## config.mk

```make
export PLATFORM = sky130hd
export DESIGN_NAME = uart_rx
export DESIGN_NICKNAME = d
export VERILOG_FILES = /design/src/rtl/uart_pkg.sv /design/src/rtl/sync_2ff.sv /design/src/rtl/uart_rx.sv
export SDC_FILE = /design/constraint.sdc
export NUM_CORES = 1
export LEC_CHECK = 0
export ABC_AREA = 1
export BUFFER_PORTS_ARGS = -buffer_cell sky130_fd_sc_hd__buf_2
export CORE_MARGIN = 5
export CORE_UTILIZATION = 38
export CTS_CLUSTER_SIZE = 30
export DETAILED_ROUTE_END_ITERATION = 16
export SLEW_MARGIN = 10
export SYNTH_ARGS = -nofsm -noshare
export SYNTH_HDL_FRONTEND = slang
export SYNTH_SLANG_ARGS = --single-unit
```

## constraint.sdc

```tcl
create_clock -name i_clk -period 1.6 [get_ports i_clk]
set_clock_uncertainty 0.1 [all_clocks]
set_input_delay 0.08 -clock i_clk [delete_from_list [all_inputs] [get_ports i_clk]]
set_output_delay 0.08 -clock i_clk [all_outputs]
set_load 0.005 [all_outputs]
```

## src/rtl/uart_pkg.sv

```systemverilog
// uart_pkg: definitions shared by the UART receiver and transmitter.
//   uart_state_t   - 2-bit FSM encoding (IDLE=0, START=1, DATA=2, STOP=3)
//   DEF_CLK_CYCLES - default clock cycles per bit (100 MHz / 115200)
//   DEF_BIT_NUM    - default data bits per frame
//   CNT_W          - width of the per-bit cycle counter
package uart_pkg;

  typedef enum logic [1:0] {
    IDLE  = 2'd0,
    START = 2'd1,
    DATA  = 2'd2,
    STOP  = 2'd3
  } uart_state_t;

  localparam int DEF_CLK_CYCLES = 868;
  localparam int DEF_BIT_NUM    = 8;
  localparam int CNT_W          = 16;

  // Half a bit period. Used to place the start-bit check at mid-bit so
  // that every later sample also lands mid-bit.
  function automatic logic [CNT_W-1:0] half_period_m1(input int clk_cycles);
    return CNT_W'(clk_cycles / 2 - 1);
  endfunction

endpackage

```

## src/rtl/sync_2ff.sv

```systemverilog
// sync_2ff: two-flop synchronizer for a single asynchronous input.
//   clk   - destination clock
//   rst_n - synchronous, active-low reset; both flops load RST_VAL
//   d     - asynchronous input
//   q     - synchronized output, two clk cycles behind d
module sync_2ff #(
  parameter logic RST_VAL = 1'b1
) (
  input  logic clk,
  input  logic rst_n,
  input  logic d,
  output logic q
);

  logic meta_reg;
  logic sync_reg;

  always_ff @(posedge clk) begin
    if (!rst_n) begin
      meta_reg <= RST_VAL;
      sync_reg <= RST_VAL;
    end else begin
      meta_reg <= d;
      sync_reg <= meta_reg;
    end
  end

  assign q = sync_reg;

endmodule

```

## src/rtl/uart_rx.sv

```systemverilog
// uart_rx: UART receiver for 1 start bit, BIT_NUM data bits (LSB first)
// and 1 stop bit. Each bit is timed by a cycle counter and sampled at its
// mid-point.
//   i_clk       - system clock, rising edge
//   i_rst_n     - synchronous, active-low reset
//   i_rx_data   - asynchronous serial line, idle high
//   o_data      - last correctly framed word, held until the next good frame
//   o_valid     - one-cycle pulse, o_data updated in the same cycle
//   o_frame_err - one-cycle pulse when the stop bit is sampled low
//   o_busy      - high whenever the receiver is not idle
module uart_rx
  import uart_pkg::*;
#(
  parameter int CLK_CYCLES = DEF_CLK_CYCLES,
  parameter int BIT_NUM    = DEF_BIT_NUM
) (
  input  logic               i_clk,
  input  logic               i_rst_n,
  input  logic               i_rx_data,
  output logic [BIT_NUM-1:0] o_data,
  output logic               o_valid,
  output logic               o_frame_err,
  output logic               o_busy
);

  localparam int              IDX_W   = $clog2(BIT_NUM + 1);
  localparam logic [CNT_W-1:0] BIT_M1  = CNT_W'(CLK_CYCLES - 1);
  localparam logic [CNT_W-1:0] HALF_M1 = half_period_m1(CLK_CYCLES);
  localparam logic [IDX_W-1:0] LAST_IDX = IDX_W'(BIT_NUM - 1);

  uart_state_t        state_reg;
  logic [CNT_W-1:0]   cnt_reg;
  logic [IDX_W-1:0]   idx_reg;
  logic [BIT_NUM-1:0] shift_reg;
  logic [BIT_NUM-1:0] data_reg;
  logic               valid_reg;
  logic               frame_err_reg;
  logic               busy_reg;
  logic               rx_s;
  logic               rx_q;

  sync_2ff #(
    .RST_VAL (1'b1)
  ) u_sync (
    .clk   (i_clk),
    .rst_n (i_rst_n),
    .d     (i_rx_data),
    .q     (rx_s)
  );

  always_ff @(posedge i_clk) begin
    if (!i_rst_n) begin
      state_reg     <= IDLE;
      cnt_reg       <= '0;
      idx_reg       <= '0;
      shift_reg     <= '0;
      data_reg      <= '0;
      valid_reg     <= 1'b0;
      frame_err_reg <= 1'b0;
      busy_reg      <= 1'b0;
      rx_q          <= 1'b1;
    end else begin
      rx_q          <= rx_s;
      valid_reg     <= 1'b0;
      frame_err_reg <= 1'b0;

      case (state_reg)
        IDLE: begin
          cnt_reg <= '0;
          idx_reg <= '0;
          // Only a genuine 1->0 transition starts a frame, so a line that
          // stays low (break) cannot re-trigger.
          if (rx_q && !rx_s) begin
            state_reg <= START;
            busy_reg  <= 1'b1;
          end
        end

        START: begin
          if (cnt_reg == HALF_M1) begin
            cnt_reg <= '0;
            if (!rx_s) begin
              state_reg <= DATA;
            end else begin
              // Line back high at mid start bit: treat as a glitch.
              state_reg <= IDLE;
              busy_reg  <= 1'b0;
            end
          end else begin
            cnt_reg <= cnt_reg + CNT_W'(1);
          end
        end

        DATA: begin
          if (cnt_reg == BIT_M1) begin
            cnt_reg   <= '0;
            // Right shift from the MSB: the first bit received ends at bit 0.
            shift_reg <= {rx_s, shift_reg[BIT_NUM-1:1]};
            idx_reg   <= idx_reg + IDX_W'(1);
            if (idx_reg == LAST_IDX) begin
              state_reg <= STOP;
            end
          end else begin
            cnt_reg <= cnt_reg + CNT_W'(1);
          end
        end

        STOP: begin
          if (cnt_reg == BIT_M1) begin
            cnt_reg <= '0;
            if (rx_s) begin
              data_reg  <= shift_reg;
              valid_reg <= 1'b1;
            end else begin
              frame_err_reg <= 1'b1;
            end
            // Leaving at mid stop bit leaves half a bit to catch the next
            // start edge of a back-to-back frame.
            state_reg <= IDLE;
            busy_reg  <= 1'b0;
          end else begin
            cnt_reg <= cnt_reg + CNT_W'(1);
          end
        end

        default: begin
          state_reg <= IDLE;
          busy_reg  <= 1'b0;
          cnt_reg   <= '0;
          idx_reg   <= '0;
        end
      endcase
    end
  end

  assign o_data      = data_reg;
  assign o_valid     = valid_reg;
  assign o_frame_err = frame_err_reg;
  assign o_busy      = busy_reg;

endmodule

```

Yosys cells after proc, flatten, opt, wreduce, memory -nomap -nowiden
Index checks and enable logic that the tools add are counted.
W data, S select, Z words.
{"block": "totals", "regBits": 44, "latch_bits": 0, "mem_bits_rw": 0, "romBits": 0, "input_bits": 3, "out_inout_bits": 11, "wordCells": 56, "mem_count": 0}
{"block": "op_classes", "add_sub_neg": 2, "n_mul": 0, "n_div": 0, "order_cmp": 0, "eq_ne": 12, "shifts": 0, "mux": 19, "n_bitwise": 0, "reduce_logical": 12}
{"operator": "$pmux W16 S3", "n": 1}
{"operator": "$mux W16", "n": 2}
{"operator": "$add A16 B1 Y16 const B", "n": 1}
{"operator": "$eq A16 B10 Y1 const B", "n": 1}
{"operator": "$eq A16 B9 Y1 const B", "n": 1}
{"operator": "$mux W2", "n": 6}
{"operator": "$ne A2 B2 Y1 const B", "n": 5}
{"operator": "$reduce_and A5 Y1", "n": 2}
{"operator": "$pmux W2 S4", "n": 1}
{"operator": "$pmux W4 S2", "n": 1}
{"operator": "$mux W1", "n": 6}
{"operator": "$reduce_and A3 Y1", "n": 2}
{"operator": "$add A4 B1 Y4 const B", "n": 1}
{"operator": "$eq A2 B2 Y1 const B", "n": 2}
{"operator": "$eq A4 B3 Y1 const B", "n": 1}
{"operator": "$mux W4", "n": 1}
{"operator": "$reduce_and A2 Y1", "n": 2}
{"operator": "$pmux W1 S3", "n": 1}
{"operator": "$reduce_bool A3 Y1", "n": 1}
{"operator": "$eq A2 B1 Y1 const B", "n": 1}
{"operator": "$logic_not A2 Y1", "n": 1}
{"operator": "$ne A2 B1 Y1 const B", "n": 1}
{"operator": "$reduce_bool A2 Y1", "n": 1}
{"operator": "$reduce_or A2 Y1", "n": 1}
{"operator": "2 further kinds", "n": 2}

Logic depth before layout (Yosys ltp)
Gate-level depths: netlist of the first run.
{"block": "depth", "word_depth": 4, "ltp_mapped": 12, "ltp_nobuf": 12}

Cells and area by module
A second synthesis of the first run with hierarchy kept.
{"block": "hier_totals", "cells_unflattened": 263, "area_unflattened_um2": 2054.5}
{"mod": "uart_rx", "n_inst": 1, "cells_per_inst": 257, "area_per_inst_um2": 1999.4, "seq_area_each_um2": 840.8}
{"mod": "sync_2ff", "n_inst": 1, "cells_per_inst": 6, "area_per_inst_um2": 55.1, "seq_area_each_um2": 40.0}

Least setup slack after synthesis of the first run
No wires, ideal clock.
{"block": "synth_path", "kind": "register -> register", "start": "register cnt_reg[0]", "end": "register data_reg[1] (netlist: o_data[1])", "arrival_time_ns": 1.313, "setup_slack_ns": 0.060, "path_stages_with_launch": 7, "path_buffers": 0, "period_less_slack_ns": 1.540, "cell_sequence": "dfxtp_1 ha_1 nand2_1 nor3_1 nand3_1 nor2_2 a21oi_1"}
{"block": "synth_between", "elab_chain_len": 2}
{"item": "start, declared", "line_no": "uart_rx.sv:32", "source": "logic [CNT_W-1:0] cnt_reg;"}
{"item": "start signal, assigned", "line_no": "uart_rx.sv:90", "source": "cnt_reg <= cnt_reg + CNT_W'(1);"}
{"item": "start signal, assigned", "line_no": "uart_rx.sv:104", "source": "cnt_reg <= cnt_reg + CNT_W'(1);"}
{"item": "start signal, assigned", "line_no": "uart_rx.sv:122", "source": "cnt_reg <= cnt_reg + CNT_W'(1);"}
{"item": "$eq A16 B10 Y1", "line_no": "uart_rx.sv:109", "source": "if (cnt_reg == BIT_M1) begin"}
{"item": "$reduce_and A3 Y1 (no line)"}
{"item": "end signal, assigned", "line_no": "uart_rx.sv:112", "source": "data_reg <= shift_reg;"}
{"item": "end, declared", "line_no": "uart_rx.sv:35", "source": "logic [BIT_NUM-1:0] data_reg;"}
No other way between the ends.
A chain may end at the register's enable or synchronous reset.

Worst setup path after layout of the first run
{"block": "layout_path", "start": "register cnt_reg[8]", "end": "register data_reg[1] (netlist: o_data[1])"}
The elaborated chain is that of the path after synthesis.

==> results of run 1 <==
## worst reg2reg max path, delay by kind of cell, from the launching register on
| family | cells | cell delay [ns] |
|---|---|---|
| compound gates | 2 | 0.20 |
| flops | 1 | 0.35 |
| buf+inv | 2 | 0.23 |
| simple gates | 5 | 0.56 |
## worst paths after layout
check	from	end	slack, ns	depth (start not counted)
worst min-delay path	u_sync.meta_reg$_SDFF_PN1_	u_sync.q$_SDFF_PN1_	0.32	1
worst max-delay path	cnt_reg[8]$_SDFF_PN0_	o_data[1]$_SDFFE_PN0P_	0.1	9
worst max register to register	cnt_reg[8]$_SDFF_PN0_	o_data[1]$_SDFFE_PN0P_	0.1	9
worst min register to register	u_sync.meta_reg$_SDFF_PN1_	u_sync.q$_SDFF_PN1_	0.32	1
## layout make-up
class | instances | area share, %
inverter | 31 | 4.80
multi-input combinational | 177 | 39.9
tap | 70 | 3.61
timing repair buffer | 35 | 10.4
sequential | 44 | 36.6
clock inverter | 3 | 1.96
clock buffer | 5 | 2.84
## metal layers
metal,share of wire (%),track usage [%]
met3,3.5,4.17
met4,2.1,6.59
met1,51,17.7
met2,43,20.4
met5,0,0
## cell families (layout without fill, tap and decap cells)
| kind of cell | after synthesis | count (layout) | synth area share [%] |
|---|---|---|---|
| simple gates | 121 | 121 | 29.3 |
| buf+inv | 35 | 74 | 7.54 |
| xor+xnor | 7 | 7 | 3.16 |
| flops | 44 | 44 | 45.4 |
| fa+ha+maj | 4 | 4 | 2.58 |
| compound gates | 45 | 45 | 12.1 |
## stage by stage
stage | std cells | TNS, ns | hold WS [ns] | setup slack [ns] | cell area [sq um]
6_report | 365 | 0 | 0.319 | 0.0971 | 2430
5_1_grt | 365 | -0.0917 | 0.350 | -0.0234 | 2430
4_1_cts | 362 | 0 | 0.324 | 0.0141 | 2350
3_5_place_dp | 352 | -0.227 | 0.172 | -0.0382 | 2200
3_3_place_gp | 352 | 0 | 0.165 | 0.0291 | 2200
2_1_floorplan | 256 | 0 | 0.0866 | 0.0595 | 1940
## cell usage in the layout (no fill, tap or decap)
cell type / netlist / routed
sky130_fd_sc_hd__or2_2: 2 / 2
sky130_fd_sc_hd__dfxtp_2: 0 / 5
sky130_fd_sc_hd__ha_1: 4 / 4
sky130_fd_sc_hd__nor3b_2: 0 / 1
sky130_fd_sc_hd__clkinv_4: 0 / 2
sky130_fd_sc_hd__nor3b_1: 3 / 2
sky130_fd_sc_hd__buf_2: 0 / 13
sky130_fd_sc_hd__xnor2_1: 2 / 2
sky130_fd_sc_hd__nand3_1: 12 / 12
sky130_fd_sc_hd__nor3_1: 10 / 7
sky130_fd_sc_hd__inv_1: 29 / 29
sky130_fd_sc_hd__inv_2: 2 / 2
sky130_fd_sc_hd__a31o_2: 1 / 1
sky130_fd_sc_hd__nand4_1: 2 / 2
sky130_fd_sc_hd__nand2_2: 4 / 8
sky130_fd_sc_hd__bufinv_16: 0 / 1
sky130_fd_sc_hd__buf_12: 0 / 1
sky130_fd_sc_hd__a31oi_1: 3 / 3
sky130_fd_sc_hd__nand2_4: 1 / 1
sky130_fd_sc_hd__o21ai_1: 8 / 12
sky130_fd_sc_hd__o21ai_0: 12 / 8
sky130_fd_sc_hd__xor2_1: 5 / 5
sky130_fd_sc_hd__nor3_4: 1 / 1
sky130_fd_sc_hd__nor2_2: 2 / 6
sky130_fd_sc_hd__a211oi_2: 0 / 1
sky130_fd_sc_hd__a21oi_1: 20 / 20
sky130_fd_sc_hd__buf_6: 2 / 1
sky130_fd_sc_hd__clkbuf_8: 0 / 5
sky130_fd_sc_hd__nand2_1: 42 / 38
sky130_fd_sc_hd__nor2_4: 4 / 5
sky130_fd_sc_hd__nor2_1: 38 / 33
sky130_fd_sc_hd__buf_4: 0 / 18
sky130_fd_sc_hd__dfxtp_1: 44 / 39
sky130_fd_sc_hd__nor3_2: 0 / 3
sky130_fd_sc_hd__dlygate4sd3_1: 0 / 2
## power breakdown
| group | leakage, nW | internal, W | switching (W) |
|---|---|---|---|
| registers | 0.358 | 0.00111 | 0.0000133 |
| logic | 0.617 | 0.0000617 | 0.0000926 |
| clock network | 0.0583 | 0.000470 | 0.000401 |
## what timing repair did
action                     4_1_cts  5_1_grt
hold buffers                     2        0
cloned                           0        0
hold endpoints to repair         4        0
buffers inserted                 0        3
setup endpoints to repair        7       40
gates resized for setup          1       24
pin swaps                        0        4
==> impl_results.html, run 1 <==
<table>
<tr><th>Metric</th><th>Value</th></tr>
<tr><th colspan="2">Run status</th></tr>
<tr><td>Outcome</td><td>finished clean</td></tr>
<tr><th colspan="2">Yosys</th></tr>
<tr><td>Most used flip-flop cell after synthesis</td><td>sky130_fd_sc_hd__dfxtp_1</td></tr>
<tr><td>Main area contributors after synthesis</td><td>sky130_fd_sc_hd__dfxtp_1 45%, sky130_fd_sc_hd__nand2_1 8.1%, sky130_fd_sc_hd__nor2_1 7.3%</td></tr>
<tr><td>Mapped Cells</td><td>256</td></tr>
<tr><td>Async S/R FF share, synth</td><td>0%</td></tr>
<tr><td>Library cell with the highest instance count after synthesis</td><td>sky130_fd_sc_hd__dfxtp_1</td></tr>
<tr><td>Synthesized flop and latch total</td><td>44</td></tr>
<tr><td>Warnings from Yosys</td><td>0</td></tr>
<tr><td>Fraction of post-synthesis cell area in the top cell type by area</td><td>45.4%</td></tr>
<tr><td>Cell area after synthesis</td><td>1940 sq um</td></tr>
<tr><td>Syn avg cell area</td><td>7.59 sq um</td></tr>
<tr><td>Sequential-to-total area share from yosys stat</td><td>45.4%</td></tr>
<tr><td>Number of distinct library cells after synthesis</td><td>26</td></tr>
<tr><td>Post-synthesis net count</td><td>263</td></tr>
<tr><td>Post-synth top cells</td><td>44 x sky130_fd_sc_hd__dfxtp_1, 42 x sky130_fd_sc_hd__nand2_1, 38 x sky130_fd_sc_hd__nor2_1</td></tr>
<tr><td>Number of enable flip-flop cells after synthesis</td><td>0</td></tr>
<tr><td>Most area-hungry cell type in the Yosys netlist</td><td>sky130_fd_sc_hd__dfxtp_1</td></tr>
<tr><th colspan="2">Timing</th></tr>
<tr><td>Slew headroom</td><td>79.7%</td></tr>
<tr><td>Worst slew pin tran</td><td>0.302 ns</td></tr>
<tr><td>Setup repair after global routing missed its margin</td><td>true</td></tr>
<tr><td>Max Clock Freq</td><td>665 MHz</td></tr>
<tr><td>Post-route minimum period</td><td>1.50 ns</td></tr>
<tr><td>Final hold violations</td><td>0</td></tr>
<tr><td>Final slew viol count</td><td>0</td></tr>
<tr><td>Share of the cycle needed by the critical path after routing</td><td>93.9%</td></tr>
<tr><td>Setup violations, final</td><td>0</td></tr>
<tr><th colspan="2">Pwr</th></tr>
<tr><td>Power Total</td><td>0.00215 W</td></tr>
<tr><td>Static leakage</td><td>1.03 nW</td></tr>
<tr><td>P per Cell Area</td><td>887 nW/um^2</td></tr>
<tr><td>Peak supply drop</td><td>0.000584 V</td></tr>
<tr><th colspan="2">Die</th></tr>
<tr><td>Die Outline Area</td><td>6640 sq um</td></tr>
<tr><td>Initial core utilization</td><td>38.5%</td></tr>
<tr><td>Boundary Pins</td><td>14</td></tr>
<tr><td>Site Rows</td><td>26</td></tr>
<tr><td>Core area</td><td>5040 sq um</td></tr>
<tr><td>X dimension of the die</td><td>81.5 um</td></tr>
<tr><td>Die outline height</td><td>81.5 um</td></tr>
<tr><th colspan="2">Drt</th></tr>
<tr><td>Iteration-0 DRC Markers</td><td>78</td></tr>
<tr><td>Number of antenna-violating nets in the routed design</td><td>0</td></tr>
<tr><td>First-pass detailed-route iteration total</td><td>4</td></tr>
<tr><td>Routed vias/inst</td><td>4.47</td></tr>
<tr><td>Vias after detailed routing</td><td>1,633</td></tr>
<tr><td>Routed wirelength normalized by instance count</td><td>10.9 um</td></tr>
<tr><td>Detailed Route WL</td><td>3970 um</td></tr>
<tr><td>Detailed-route DRC error count</td><td>0</td></tr>
<tr><th colspan="2">Worst setup path</th></tr>
<tr><td>Crit path required time</td><td>1.74 ns</td></tr>
<tr><td>Startpoint kind of the worst setup timing path</td><td>flop</td></tr>
<tr><td>CP top delay family</td><td>simple AND/OR/NAND/NOR gates</td></tr>
<tr><td>Worst Path Arrival</td><td>1.64 ns</td></tr>
<tr><td>Master of the slowest instance on the critical path</td><td>sky130_fd_sc_hd__dfxtp_1</td></tr>
<tr><td>Cell mode on critical path</td><td>sky130_fd_sc_hd__nand2_2</td></tr>
<tr><td>Critical setup path kind</td><td>reg2reg</td></tr>
<tr><td>Number of buffer and inverter instances along the worst setup path</td><td>2</td></tr>
<tr><td>Crit-path cells</td><td>nand2_2, inv_2, nand2_2, nor2_4, nand2_4, nor3_4, buf_6, o21ai_0, a21oi_1</td></tr>
<tr><td>CP peak stage delay</td><td>0.35 ns</td></tr>
<tr><td>Maximum fanout along the worst path</td><td>8</td></tr>
<tr><td>CP Capture Type</td><td>flop</td></tr>
<tr><th colspan="2">Final layout</th></tr>
<tr><td># nets final</td><td>301</td></tr>
<tr><td>Multi-input gate area</td><td>967 sq um</td></tr>
<tr><td>Number of flip-flops under the largest register name</td><td>16</td></tr>
<tr><td>Total of fill cells in the finished design</td><td>508</td></tr>
<tr><td>Area taken by flip-flops and latches</td><td>887 sq um</td></tr>
<tr><td>Layout cells sized above 1</td><td>26.1%</td></tr>
<tr><td>Area grow syn2layout</td><td>24.9%</td></tr>
<tr><td>Core utilization of the finished layout</td><td>48.1%</td></tr>
<tr><td>Number of diodes added for antenna fixing</td><td>0</td></tr>
<tr><th colspan="2">CTS</th></tr>
<tr><td>Clock-pin slew reported for the worst setup and hold paths after clock tree synthesis</td><td>0.09 ns</td></tr>
<tr><td>Clock tree from TritonCTS</td><td>done</td></tr>
<tr><td>Sinks on the clock net</td><td>44</td></tr>
<tr><td>Clk Latency, worst-skew pair</td><td>0.30 ns</td></tr>
<tr><td>Buffers from clock root to sink, at most</td><td>2</td></tr>
<tr><td>Clock buffer count from CTS</td><td>5</td></tr>
<tr><td>Clock root buffer master</td><td>sky130_fd_sc_hd__clkbuf_8</td></tr>
<tr><td>CTS HTree Levels</td><td>2</td></tr>
<tr><th colspan="2">Job</th></tr>
<tr><td>Max Cap Violations</td><td>0</td></tr>
<tr><th colspan="2">Global routing</th></tr>
<tr><td>Global-route wire length before repair</td><td>6910 um</td></tr>
<tr><td>Total GRT Usage</td><td>13.6%</td></tr>
<tr><td>Maximum number of pins on one net before global-route repair</td><td>18</td></tr>
<tr><td>Number of antenna violations at the first check in global routing</td><td>0</td></tr>
<tr><td>Number of global-route vias before repair</td><td>1,595</td></tr>
<tr><td>Final global-route overflow total</td><td>0</td></tr>
<tr><th colspan="2">Placed design</th></tr>
<tr><td>GP Congestion</td><td>0.802</td></tr>
<tr><td>Number of input and output port buffers inserted</td><td>13</td></tr>
<tr><td>DP Wirelength</td><td>2900 um</td></tr>
<tr><th colspan="2">Worst hold path</th></tr>
<tr><td>Hold WC Path Type</td><td>reg2reg</td></tr>
</table>
Note: power is estimated with default switching activity, not from simulation.
==> inputs of run 2 (changes only) <==
==> constraint.sdc (replaced) <==
create_clock -name i_clk -period 1.55 [get_ports i_clk]
set_clock_uncertainty 0.1 [all_clocks]
set_input_delay 0.0775 -clock i_clk [delete_from_list [all_inputs] [get_ports i_clk]]
set_output_delay 0.0775 -clock i_clk [all_outputs]
set_load 0.005 [all_outputs]
==> run 2 against run 1 <==
Effect of this change: combinational power increased by 27%; hold slack improved by 0.0051 ns; via count is 5.7% higher; critical endpoint is now cnt_reg[6]$_SDFF_PN0_; routed wire length grew 11%; register-to-register slack got worse by 0.06 ns; non-clock buffer count grew 4; worst setup slack got worse by 0.065 ns; fmax decreased by 0.96%; first-iteration DRC count is 100% higher; power grew 5.8%; die area stayed put; clock-buffer cell count stayed put.
==> impl_results.html, run 2 (synthesis results as in run 1) <==
<table>
<tr><th>Metric</th><th>Value</th></tr>
<tr><th colspan="2">Die</th></tr>
<tr><td>Die outline height</td><td>81.5 um (unchanged)</td></tr>
<tr><td>Boundary Pins</td><td>14 (unchanged)</td></tr>
<tr><td>Site Rows</td><td>26 (unchanged)</td></tr>
<tr><td>X dimension of the die</td><td>81.5 um (unchanged)</td></tr>
<tr><td>Initial core utilization</td><td>38.5% (unchanged)</td></tr>
<tr><td>Core area</td><td>5040 sq um (unchanged)</td></tr>
<tr><td>Die Outline Area</td><td>6640 sq um (unchanged)</td></tr>
<tr><th colspan="2">Global routing</th></tr>
<tr><td>Number of global-route vias before repair</td><td>1,669 (+4.6%)</td></tr>
<tr><td>Final global-route overflow total</td><td>0 (unchanged)</td></tr>
<tr><td>Total GRT Usage</td><td>13.5% (-0.10 points)</td></tr>
<tr><td>Maximum number of pins on one net before global-route repair</td><td>18 (unchanged)</td></tr>
<tr><td>Number of antenna violations at the first check in global routing</td><td>0 (unchanged)</td></tr>
<tr><td>Global-route wire length before repair</td><td>7050 um (+2.1%)</td></tr>
<tr><th colspan="2">Worst setup path</th></tr>
<tr><td>Crit path required time</td><td>1.65 ns (-0.09 ns)</td></tr>
<tr><td>Worst-case reg-to-reg path depth</td><td>11 (+2)</td></tr>
<tr><td>Worst Path Arrival</td><td>1.61 ns (-0.03 ns)</td></tr>
<tr><td>Startpoint kind of the worst setup timing path</td><td>flop</td></tr>
<tr><td>Source of the worst register-to-register timing path</td><td>cnt_reg[7]$_SDFF_PN0_</td></tr>
<tr><td>Critical setup path kind</td><td>reg2reg</td></tr>
<tr><td>Critical path launch point</td><td>cnt_reg[7]$_SDFF_PN0_</td></tr>
<tr><td>Maximum fanout along the worst path</td><td>8 (unchanged)</td></tr>
<tr><td>CP Capture Type</td><td>flop</td></tr>
<tr><th colspan="2">Run status</th></tr>
<tr><td>Outcome</td><td>finished clean</td></tr>
<tr><th colspan="2">Drt</th></tr>
<tr><td>Iteration-0 DRC Markers</td><td>159 (+100%)</td></tr>
<tr><td>Vias after detailed routing</td><td>1,726 (+5.7%)</td></tr>
<tr><td>Detailed-route DRC error count</td><td>0 (unchanged)</td></tr>
<tr><td>Routed wirelength normalized by instance count</td><td>12.0 um (+10%)</td></tr>
<tr><td>Routed vias/inst</td><td>4.68 (+4.5%)</td></tr>
<tr><td>Detailed Route WL</td><td>4430 um (+11%)</td></tr>
<tr><td>First-pass detailed-route iteration total</td><td>4 (unchanged)</td></tr>
<tr><td>Number of antenna-violating nets in the routed design</td><td>0 (unchanged)</td></tr>
<tr><th colspan="2">Pwr</th></tr>
<tr><td>Sequential fraction of design power</td><td>51.1% (-1.2 points)</td></tr>
<tr><td>Logic pwr share</td><td>8.6% (+1.4 points)</td></tr>
<tr><td>Peak supply drop</td><td>0.000505 V (-14%)</td></tr>
<tr><td>Power Total</td><td>0.00228 W (+5.8%)</td></tr>
<tr><td>Internal power summed over all cells</td><td>0.00171 W (+4.2%)</td></tr>
<tr><td>Switch share</td><td>24.7% (+1.1 points)</td></tr>
<tr><td>Reported net switching power</td><td>0.000562 W (+11%)</td></tr>
<tr><td>Part of the power in the clock network</td><td>40.4% (about the same)</td></tr>
<tr><td>Static leakage</td><td>1.11 nW (+7.3%)</td></tr>
<tr><td>P per Cell Area</td><td>869 nW/um^2 (-2.0%)</td></tr>
<tr><th colspan="2">Final layout</th></tr>
<tr><td>Area grow syn2layout</td><td>34.9%</td></tr>
<tr><td>Layout cells sized above 1</td><td>36.8% (+11 points)</td></tr>
<tr><td>Number of diodes added for antenna fixing</td><td>0 (unchanged)</td></tr>
<tr><td>Number of flip-flops under the largest register name</td><td>16 (unchanged)</td></tr>
<tr><td>Most used cells in the layout excluding fill and tap cells</td><td>33 x sky130_fd_sc_hd__nand2_1, 32 x sky130_fd_sc_hd__dfxtp_1, 27 x sky130_fd_sc_hd__nor2_1</td></tr>
<tr><td>Most frequent standard cell in the layout excluding fill and tap cells</td><td>sky130_fd_sc_hd__nand2_1</td></tr>
<tr><td># nets final</td><td>305 (+1.3%)</td></tr>
<tr><th colspan="2">Worst hold path</th></tr>
<tr><td>Hold WC Path Type</td><td>reg2reg</td></tr>
<tr><td>Hold path startpoint</td><td>u_sync.meta_reg$_SDFF_PN1_</td></tr>
<tr><td>Hold Path Stages</td><td>1 (unchanged)</td></tr>
<tr><th colspan="2">CTS</th></tr>
<tr><td>Clock buffer count from CTS</td><td>5 (unchanged)</td></tr>
<tr><td>Clock root buffer master</td><td>sky130_fd_sc_hd__clkbuf_8</td></tr>
<tr><td>Clk Latency, worst-skew pair</td><td>0.31 ns (about the same)</td></tr>
<tr><td>Clock-pin slew reported for the worst setup and hold paths after clock tree synthesis</td><td>0.09 ns (about the same)</td></tr>
<tr><td>Buffers from clock root to sink, at most</td><td>2 (unchanged)</td></tr>
<tr><td>Clock tree from TritonCTS</td><td>done</td></tr>
<tr><td>CTS HTree Levels</td><td>2 (unchanged)</td></tr>
<tr><td>Sinks on the clock net</td><td>44 (unchanged)</td></tr>
<tr><th colspan="2">Timing</th></tr>
<tr><td>Post-route minimum period</td><td>1.52 ns (+0.0146 ns)</td></tr>
<tr><td>Setup repair after global routing missed its margin</td><td>true</td></tr>
<tr><td>Max Clock Freq</td><td>659 MHz (-0.96%)</td></tr>
<tr><td>Final slew viol count</td><td>0 (unchanged)</td></tr>
<tr><td>Worst slew pin tran</td><td>0.360 ns (+0.0576 ns)</td></tr>
<tr><td>Share of the cycle needed by the critical path after routing</td><td>97.9% (+4.0 points)</td></tr>
<tr><td>Final hold violations</td><td>0 (unchanged)</td></tr>
<tr><td>Sum of negative setup slack</td><td>0 ns (unchanged)</td></tr>
<tr><td>Slew headroom</td><td>75.9% (-3.8 points)</td></tr>
<tr><td>Setup violations, final</td><td>0 (unchanged)</td></tr>
<tr><th colspan="2">Job</th></tr>
<tr><td>Max Cap Violations</td><td>0 (unchanged)</td></tr>
<tr><th colspan="2">Placed design</th></tr>
<tr><td>Number of input and output port buffers inserted</td><td>13 (unchanged)</td></tr>
<tr><td>GP Congestion</td><td>0.826 (+3.0%)</td></tr>
<tr><td>DP Wirelength</td><td>2890 um (-0.37%)</td></tr>
</table>
-- run 2: cell types whose count changed in the layout (fill, tap and decap cells not counted), sizes merged --
cell / change
buf: +3
clkbuf: +1
-- run 2: what timing repair did --
action                                 CTS  global route
setup endpoints to repair               12            40
cloned                                   0             1
hold buffers                             2             0
gates resized for setup                  2            62
endpoints found under the hold margin    4             0
pin swaps                                1            21
setup buffers                            1             1
-- run 2: final cells by class --
| cell class | count | area (sq um) |
|---|---|---|
| fill | 471 | 2420 |
| clock buffer | 5 | 68.8 |
| sequential | 44 | 901 |
| tap | 70 | 87.6 |
| timing repair buffer | 39 | 315 |
| inverter | 31 | 119 |
| clock inverter | 3 | 47.5 |
| multi-input combinational | 177 | 1080 |
-- run 2: worst paths after layout --
kind	to	slack, ns
worst min-delay path	u_sync.q$_SDFF_PN1_	0.32
worst min register to register	u_sync.q$_SDFF_PN1_	0.32
worst max-delay path	cnt_reg[6]$_SDFF_PN0_	0.03
worst max register to register	cnt_reg[6]$_SDFF_PN0_	0.03
-- run 2: through the flow --
stage	setup slack (ns)	instances	util (%)	area, sq um	hold slack [ns]
floorplan	0.00951	256	-	1940	0.0841
global placement	0.0267	356	44.6	2250	0.170
detailed placement	-0.0266	356	44.6	2250	0.178
CTS	0.000289	367	47.5	2390	0.330
global route	-0.0715	369	52.0	2620	0.343
finish	0.0325	369	52.0	2620	0.325
-- run 2: power by group through the flow --
stage	sequential [W]	clock (W)	combinational, W
after CTS	0.00116	0.000936	0.000156
after floorplan	0.00119	0	0.000101
after global placement	0.00119	0	0.000150
after detailed placement	0.00119	0	0.000151
after global routing	0.00117	0.000984	0.000221
final	0.00116	0.000919	0.000195
-- run 2: routing by layer --
metal | GRT usage, % | vias up | share of wire [%]
li1 | - | 908 | -
met1 | 17.1 | 782 | 47
met2 | 21.3 | 27 | 47
met3 | 3.40 | 9 | 3.3
met4 | 6.76 | 0 | 2.0
met5 | 0 | - | 0
-- run 2: critical path: stages, from the launching register on --
cell and delay [ns]:
sky130_fd_sc_hd__dfxtp_2 0.35, sky130_fd_sc_hd__buf_6 0.11, sky130_fd_sc_hd__inv_4 0.04, sky130_fd_sc_hd__nor2_4 0.10
sky130_fd_sc_hd__nand2_2 0.06, sky130_fd_sc_hd__nor2_2 0.09, sky130_fd_sc_hd__nand2_1 0.07, sky130_fd_sc_hd__nand2_2 0.11
sky130_fd_sc_hd__nand2_2 0.08, sky130_fd_sc_hd__nand2_4 0.09, sky130_fd_sc_hd__clkbuf_16 0.16, sky130_fd_sc_hd__nor2_1 0.04
